$ cat src/rtl/div_iter.sv
// Iterative restoring divider for the E stage: one quotient bit per cycle,
// stalls the pipeline until the quotient/remainder pair is ready.
module div_iter #(
  parameter int DATA_W = 32
) (
  input  logic              clk,
  input  logic              rst,
  input  logic              startE,
  input  logic              signedE,
  input  logic [DATA_W-1:0] aE,
  input  logic [DATA_W-1:0] bE,
  input  logic              stall_ext,
  input  logic              flush,
  output logic              div_stall,
  output logic [DATA_W-1:0] result_lo,
  output logic [DATA_W-1:0] result_hi,
  output logic              result_valid,
  output logic [1:0]        o_dbg_state
);

  localparam int CW = (DATA_W > 1) ? $clog2(DATA_W) : 1;

  typedef enum logic [1:0] {IDLE = 2'd0, BUSY = 2'd1, DONE = 2'd2} state_t;

  state_t            r_state;
  state_t            w_next;
  logic [CW-1:0]     r_cnt;
  logic [DATA_W-1:0] r_q;
  logic [DATA_W-1:0] r_rem;
  logic [DATA_W-1:0] r_b;
  logic [DATA_W-1:0] r_lo;
  logic [DATA_W-1:0] r_hi;
  logic              r_qsign;
  logic              r_rsign;

  logic [DATA_W:0]   w_shift;
  logic [DATA_W:0]   w_diff;
  logic              w_ge;
  logic [DATA_W-1:0] w_rem_nx;
  logic [DATA_W-1:0] w_q_nx;
  logic [DATA_W-1:0] w_abs_a;
  logic [DATA_W-1:0] w_abs_b;
  logic              w_last;

  // Restoring step: shift the next dividend bit into the partial remainder,
  // keep the difference only when it did not go negative.
  assign w_shift  = {r_rem, r_q[DATA_W-1]};
  assign w_diff   = w_shift - {1'b0, r_b};
  assign w_ge     = ~w_diff[DATA_W];
  assign w_rem_nx = w_ge ? w_diff[DATA_W-1:0] : w_shift[DATA_W-1:0];
  assign w_q_nx   = {r_q[DATA_W-2:0], w_ge};
  assign w_abs_a  = (signedE && aE[DATA_W-1]) ? -aE : aE;
  assign w_abs_b  = (signedE && bE[DATA_W-1]) ? -bE : bE;
  assign w_last   = (r_cnt == CW'(DATA_W - 1));

  always_comb begin
    w_next = r_state;
    case (r_state)
      IDLE:    if (startE) w_next = (bE == '0) ? DONE : BUSY;
      BUSY:    if (w_last) w_next = DONE;
      DONE:    if (!stall_ext) w_next = IDLE;
      default: w_next = IDLE;
    endcase
    if (flush) w_next = IDLE;
  end

  always_ff @(posedge clk) begin
    if (rst) begin
      r_state <= IDLE;
      r_cnt   <= '0;
      r_q     <= '0;
      r_rem   <= '0;
      r_b     <= '0;
      r_lo    <= '0;
      r_hi    <= '0;
      r_qsign <= 1'b0;
      r_rsign <= 1'b0;
    end else begin
      r_state <= w_next;
      if (!flush) begin
        case (r_state)
          IDLE: if (startE) begin
            r_q     <= w_abs_a;
            r_rem   <= '0;
            r_b     <= w_abs_b;
            r_cnt   <= '0;
            r_qsign <= signedE & (aE[DATA_W-1] ^ bE[DATA_W-1]);
            r_rsign <= signedE & aE[DATA_W-1];
            // Divide by zero skips iteration: all-ones quotient, raw dividend.
            if (bE == '0) begin
              r_lo <= '1;
              r_hi <= aE;
            end
          end
          BUSY: begin
            r_q   <= w_q_nx;
            r_rem <= w_rem_nx;
            r_cnt <= r_cnt + 1'b1;
            if (w_last) begin
              r_lo <= r_qsign ? -w_q_nx : w_q_nx;
              r_hi <= r_rsign ? -w_rem_nx : w_rem_nx;
            end
          end
          default: ;
        endcase
      end
    end
  end

  assign div_stall    = ~rst & ~flush & (((r_state == IDLE) & startE) | (r_state == BUSY));
  assign result_lo    = r_lo;
  assign result_hi    = r_hi;
  assign result_valid = (r_state == DONE);
  assign o_dbg_state  = r_state;

endmodule
$ cat config.mk
export PLATFORM = sky130hd
export DESIGN_NAME = div_iter
export DESIGN_NICKNAME = d
export VERILOG_FILES = /design/src/rtl/div_iter.sv
export SDC_FILE = /design/constraint.sdc
export NUM_CORES = 1
export LEC_CHECK = 0
export ABC_AREA = 1
export ABC_CLOCK_PERIOD_IN_PS = 4470
export CAP_MARGIN = 40
export CORE_ASPECT_RATIO = 0.6
export CORE_MARGIN = 2
export CORE_UTILIZATION = 35
export CTS_BUF_LIST = sky130_fd_sc_hd__clkbuf_4 sky130_fd_sc_hd__clkbuf_8 sky130_fd_sc_hd__clkbuf_16
export DETAILED_ROUTE_END_ITERATION = 16
export PLACE_DENSITY_LB_ADDON = 0.15
export RECOVER_POWER = 25
export SLEW_MARGIN = 20
export SYNTH_ARGS = -nofsm -noshare
export SYNTH_HDL_FRONTEND = slang
export SYNTH_SLANG_ARGS = --single-unit
$ cat constraint.sdc
create_clock -name clk -period 4.47 [get_ports clk]
set_clock_uncertainty 0.05 [all_clocks]
set_input_delay 1.1175 -clock clk [delete_from_list [all_inputs] [get_ports clk]]
set_output_delay 1.1175 -clock clk [all_outputs]
set_load 0.02 [all_outputs]
==> results of run 1 <==
[stage by stage]
stage	utilization (%)	cell area [um^2]	TNS [ns]	setup WS, ns	instances
after floorplan	-	12900	0	0.447	2123
after global placement	41.2	15000	-0.414	-0.414	2708
after detailed placement	41.3	15000	-0.0485	-0.0485	2710
after CTS	42.9	15600	0	0.318	2742
after global routing	43.1	15700	0	0.000839	2744
final	43.1	15700	0	0.374	2744
[what timing repair did]
action                                  in CTS  in global routing
endpoints found under the hold margin        0                  0
resized for setup                            0                  5
endpoints found under the setup margin       0                  5
[per-layer routing]
| metal | vias to the layer above | share of wire, % | global-route usage (%) |
|---|---|---|---|
| li1 | 7201 | - | - |
| met2 | 602 | 36 | 33.0 |
| met5 | - | 0 | 0 |
| met1 | 6735 | 54 | 42.5 |
| met3 | 27 | 9.0 | 5.23 |
| met4 | 0 | 1.1 | 4.54 |
[state kept, by name, summed over array words and instances (netlist names)]
signal       cells
result_hi       32
r_b             32
r_rem           32
r_qsign          1
r_q             32
r_rsign          1
result_lo       32
r_cnt            5
o_dbg_state      2
[synthesized netlist by cell type, types with 7 or more instances]
master / number
nand2_1: 572
inv_1: 300
a21oi_1: 177
nor2_1: 171
dfxtp_1: 169
o21ai_0: 140
nand3_1: 123
clkbuf_1: 64
ha_1: 38
nor3_1: 38
xor2_1: 38
o211ai_1: 32
nand2_2: 29
a31oi_1: 23
nand4_1: 22
o221ai_1: 18
xnor2_1: 18
nor4_1: 12
o21ai_1: 11
nand3b_1: 10
nor2_2: 10
buf_1: 8
a211oi_1: 7
[path summary, 6_finish.rpt]
check,from,to,slack (ns)
worst max-delay path,flush,div_stall,0.37
worst min-delay path,result_lo[21],result_lo[21],0.42
worst max register to register,r_b[27],result_lo[28],0.38
worst min register to register,result_lo[21],result_lo[21],0.42
[cell type report]
cell class              instances  area share [%]
clock inverters                15            1.04
inverters                     307            7.36
repair buffers                200            12.1
clock buffers                  17            2.72
multi-input cells            1560            51.3
well taps                     476            3.80
flip-flops and latches        169            21.6
[cell families (layout without fill, tap and decap cells)]
logic type	after synthesis	count (layout)	share of synthesized area, %
AND/OR/NAND/NOR	1017	1017	34.2
AO/OA/AOI/OAI	448	448	19.9
buffers and inverters	394	539	12.1
flip-flops	169	169	26.2
XOR/XNOR	56	56	3.79
adder cells (fa/ha/maj)	39	39	3.83
[power by group through the flow]
| stage | Combinational, mW | Clock [mW] | Sequential [mW] |
|---|---|---|---|
| detailed placement | 1.25 | 0 | 1.68 |
| floorplan | 0.766 | 0 | 1.68 |
| finish | 1.28 | 1.54 | 1.64 |
| global route | 1.42 | 1.62 | 1.65 |
| CTS | 1.25 | 1.56 | 1.64 |
| global placement | 1.24 | 0 | 1.68 |
[worst max-delay path, stage by stage]
cell	delay, ns
clkdlybuf4s50_1	0.52
nor3_2	0.32
nor2_4	0.05
nor2_1	0.11
buf_4	0.19
clkdlybuf4s50_1	0.62
==> results.md, run 1 <==
- Leading cell type in the layout, fill and taps excluded: nand2_1
- Drt drc: 0
- H-tree lvl count: 4
- Core box area: 36,300 um^2
- ANT cells: 0
- Hold_buf cts: 0
- FFs w/ async S/R, synth: 0%
- Initial antenna violation count: 1
- Largest net degree at the start of global routing: 80
- Final-report hold violation count: 0
- Die width: about 250 um
- Die Footprint: about 39,000 um^2
- Initial core utilization: a little over a third
- Remaining antenna violation count: 0
- Area contributors post-synth: dfxtp_1, nand2_1, inv_1, a21oi_1, o21ai_0
- Area leader, netlist: dfxtp_1
- Crit share post-route: between 90% and 100%
- Pleak: between 7 and 8 nW
- CTS Sinks: approximately 170
- Average footprint of a synthesized cell: approximately 6.1 um^2
- Psw: around 1.7 mW
- MaxCap Viol Count: 0
- Reg2reg path depth: 25
- Clk slew on worst S/H paths: about 0.08 ns
- Max VDD drop: 229 uV
- FF+latch count, synth: around 170
- Vias in the first global route: 13,333
- Syn Nets: about 2,200
- CTS tree: done
- CP endpoint kind: primary output
- First-pass GRT wire length: about 77 mm
- Post-CTS setup buffer count: 0
- Crit path arrival time: between 2 and 3 ns
- WL/cell: around 18 um
- CTS Buf Count: 17
- Req. time, crit path: approximately 3.3 ns
- Post-DP HPWL: 38.8 mm
- Clock network fraction of total power: 34.5%
- FP Rows: 54
- Sequential power share: between 30% and 40%
- Status: finished clean
- EDFF count, synth: 0
- Hold Crit Class: flip-flop to flip-flop
- Relative max-transition margin: 3.01%
- Most frequent cells in the layout: nand2_1, inv_1, a21oi_1, nor2_1, dfxtp_1
- RSZ-0062 raised after global routing: false
- Power per cell area: between 200 and 300 nW/um^2
- Switching part of the total: roughly 37%
- WL final: 49.3 mm
- # IOs: 138
- Mapped Area: ~13,000 um^2
- Synth Flop Type: dfxtp_1
- Clk_lat worst skew: about 0.46 ns
- Cell variety after synth: between 60 and 70
- GRT overflow: 0
- Gate count after technology mapping: 2,123
- Root Buffer: clkbuf_16
- P_int: roughly 2.8 mW
- CP startpoint kind: input port
- Tot Pwr: between 4 and 5 mW
- First-iteration detailed-routing DRC count: around 1,500
- Worst-path maximum fanout: 4
- Slew @ Worst Pin: about 1.5 ns
- Slew Limit Fails: 0
- Layout cells sized above 1: between 7 and 8%
- Hold slack: around 0.42 ns
- Area of the multi-input gates: roughly 8000 um^2
- Placer Congestion: about 0.95
- Finish-stage setup viols: 0
- Vias per cell: 5.31
- Combinational power share: 28.7%
- Total number of vias: around 15,000
- Top cell type's share of synthesized area: 26.2%
- Fill count: approximately 3,900
- Register Area: approximately 3400 um^2
- Die Y: approximately 150 um
- Max Root-Sink Buffers: 2
- Crit path kind: input port to primary output
- Buffers on Ports: around 140
- Synth Warn #: 0
- Max frequency: 244 MHz
- Total track usage: about a quarter
- Post-synthesis sequential area ratio: 26.2%
- Layout Nets: 2,364
- P&R area growth vs syn: 21.0%
- Minimum clock period: roughly 4.1 ns
- Hold Path Depth: 2
- DR pass1 iterations: 8
No activity file was read; power rests on OpenSTA's default activity.
==> inputs of run 2 (changes only) <==
--- a/config.mk
+++ b/config.mk
@@ -8,9 +8,11 @@
 export ABC_AREA = 1
 export ABC_CLOCK_PERIOD_IN_PS = 4470
 export CAP_MARGIN = 40
+export CELL_PAD_IN_SITES_DETAIL_PLACEMENT = 1
+export CELL_PAD_IN_SITES_GLOBAL_PLACEMENT = 2
 export CORE_ASPECT_RATIO = 0.6
 export CORE_MARGIN = 2
-export CORE_UTILIZATION = 35
+export CORE_UTILIZATION = 31
 export CTS_BUF_LIST = sky130_fd_sc_hd__clkbuf_4 sky130_fd_sc_hd__clkbuf_8 sky130_fd_sc_hd__clkbuf_16
 export DETAILED_ROUTE_END_ITERATION = 16
 export PLACE_DENSITY_LB_ADDON = 0.15
==> run 2 against run 1 <==
Critical path depth unchanged. First-iteration DRC count down 33%. Clock power up 6%. Combinational power up 5%. Non-clock buffer count up 27. Count of clock-buffer cells in the layout unchanged. Flip-flop and latch count unchanged. Power up 3.2%. Largest power group unchanged.
==> results.md, run 2 (same netlist as run 1, synthesis figures left out) <==
- Layout Nets: 2,391 (+1.1%)
- Reg2reg path depth: 21 (-16%)
- Die Y: 162 um (+6.1%)
- Most frequent cells in the layout: nand2_1, inv_1, a21oi_1, dfxtp_1, nor2_1
- Layout cells sized above 1: 8.98% (+1.1 points)
- Placer Congestion: 0.889 (-6.7%)
- CTS Sinks: 169 (unchanged)
- Final-report hold violation count: 0 (unchanged)
- CP endpoint kind: primary output
- Finish-stage setup viols: 0 (unchanged)
- First-pass GRT wire length: 84.7 mm (+9.8%)
- Hold Crit Class: flip-flop to flip-flop
- Hold slack: 0.411 ns (-0.00476 ns)
- Relative max-transition margin: 0.439% (-2.6 points)
- Crit share post-route: 95.2% (+3.6 points)
- Die Footprint: 43,400 um^2 (+13%)
- Minimum clock period: 4.25 ns (+0.159 ns)
- Crit path arrival time: 3.09 ns (+0.16 ns)
- Psw: 1.73 mW (+3.6%)
- RSZ-0062 raised after global routing: false
- Pleak: 7.67 nW (+2.2%)
- CTS Buf Count: 17 (unchanged)
- P&R area growth vs syn: 23.8%
- Total number of vias: 14,667 (+0.70%)
- Worst-path maximum fanout: 4 (unchanged)
- Vias in the first global route: 14,502 (+8.8%)
- Core box area: 40,800 um^2 (+12%)
- Status: finished clean
- Root Buffer: clkbuf_16
- Remaining antenna violation count: 0 (unchanged)
- Setup_tns: 0 ns (unchanged)
- MaxCap Viol Count: 0 (unchanged)
- Fin util: 39.2% (-3.8 points)
- CP startpoint kind: input port
- Vias per cell: 5.14 (-3.2%)
- H-tree lvl count: 4 (unchanged)
- Power per cell area: 288 nW/um^2 (+0.90%)
- # IOs: 138 (unchanged)
- Req. time, crit path: 3.30 ns (about the same)
- Slew @ Worst Pin: 1.49 ns (+0.0385 ns)
- Post-CTS setup buffer count: 0 (unchanged)
- Sequential power share: 35.6% (-1.2 points)
- Worst slack at placement: -0.0135 ns (+0.0350 ns)
- R2r setup slk: 0.24 ns (-0.14 ns)
- Buffers on Ports: 137 (unchanged)
- Hold Path Depth: 2 (unchanged)
- Initial antenna violation count: 1 (unchanged)
- Max VDD drop: 230 uV (+0.17%)
- Inst Count DP: 2,823 (+4.2%)
- Layout Cells excl Fill: 2,856 (+4.1%)
- Combinational power share: 29.0% (+0.3 points)
- Worst Hold End: result_lo[29]
- P_int: 2.88 mW (+2.9%)
- CTS tree: done
- Wl on met1: 29.8 mm (+13%)
- WL/cell: 19.2 um (+6.8%)
- Hold_buf cts: 0 (unchanged)
- Leading cell type in the layout, fill and taps excluded: nand2_1
- Initial core utilization: 31.7% (-3.9 points)
- Post-route cell area: 16,000 um^2 (+2.3%)
- Max Root-Sink Buffers: 2 (unchanged)
- Final worst slack: 0.215 ns (-0.159 ns)
- Critical Path Source: flush
- Post-CTS Resized: 0 (unchanged)
- Die width: 268 um (+6.2%)
- DR pass1 iterations: 5 (-3)
- WL final: 54.8 mm (+11%)
- First-iteration detailed-routing DRC count: 1,022 (-33%)
- Hold Crit Start: result_lo[29]
- Routed met3 length: 3.09 mm (-30%)
- Total track usage: 25.4% (-0.27 points)
- Clk_lat worst skew: 0.46 ns (about the same)
- Max frequency: 235 MHz (-3.7%)
- Fill count: 5,352 (+37%)
- GRT overflow: 0 (unchanged)
- Clock network fraction of total power: 35.4% (+0.9 points)
- Switching part of the total: 37.5% (+0.15 points)
- Crit path kind: input port to primary output
- Drt drc: 0 (unchanged)
- DR top layer: met4
- WL met2: 21.2 mm (+19%)
- Reg-to-Reg End: result_hi[31]
- Slew Limit Fails: 0 (unchanged)
- Reg-to-reg critical path startpoint: r_b[19]
- Clk slew on worst S/H paths: 0.07 ns (about the same)
- Tot Pwr: 4.61 mW (+3.2%)
- FP Rows: 57 (+5.6%)
- Largest net degree at the start of global routing: 70 (-13%)
- Post-DP HPWL: 43.5 mm (+12%)
- Post-DP Area: 15,400 um^2 (+2.4%)
[run 2: routing by layer]
metal  global-route usage (%)  vias up
li1                         -     7268
met2                     35.1      332
met1                     40.6     7028
met5                        0        -
met4                     5.13        0
met3                     3.96       39
[run 2: how the worst max path moves through the flow]
stage / endpoint / slack (ns) / cells past startpoint
floorplan: result_lo[30] / 0.45 / 29
global placement: r_q[30] / 0.12 / 19
detailed placement: result_lo[13] / -0.01 / 18
CTS: result_lo[30] / 0.23 / 28
global route: result_hi[31] / 0.005 / 21
finish: div_stall / 0.22 / 6
[run 2: power by group through the flow]
stage	Clock, mW	Combinational, mW	Sequential, mW
after floorplan	0	0.766	1.68
after global placement	0	1.29	1.67
after detailed placement	0	1.32	1.68
after CTS	1.66	1.33	1.64
after global routing	1.72	1.48	1.65
final	1.63	1.34	1.64
[run 2: cell type report]
cell class / count / area [um^2] / area share (%)
antenna: 1 / 2.50 / 0.0156
clock buffer: 17 / 425 / 2.66
clock inverter: 15 / 203 / 1.27
inverter: 307 / 1150 / 7.20
multi-input combinational: 1560 / 8030 / 50.1
sequential: 169 / 3380 / 21.1
tap: 560 / 701 / 4.38
timing repair buffer: 227 / 2110 / 13.2
[run 2: worst max-delay path: stages]
cell and delay (ns):
dlygate4sd3_1 0.65, nor3_2 0.31, nor2_4 0.04, nor2_1 0.12
buf_4 0.21, clkdlybuf4s50_1 0.63
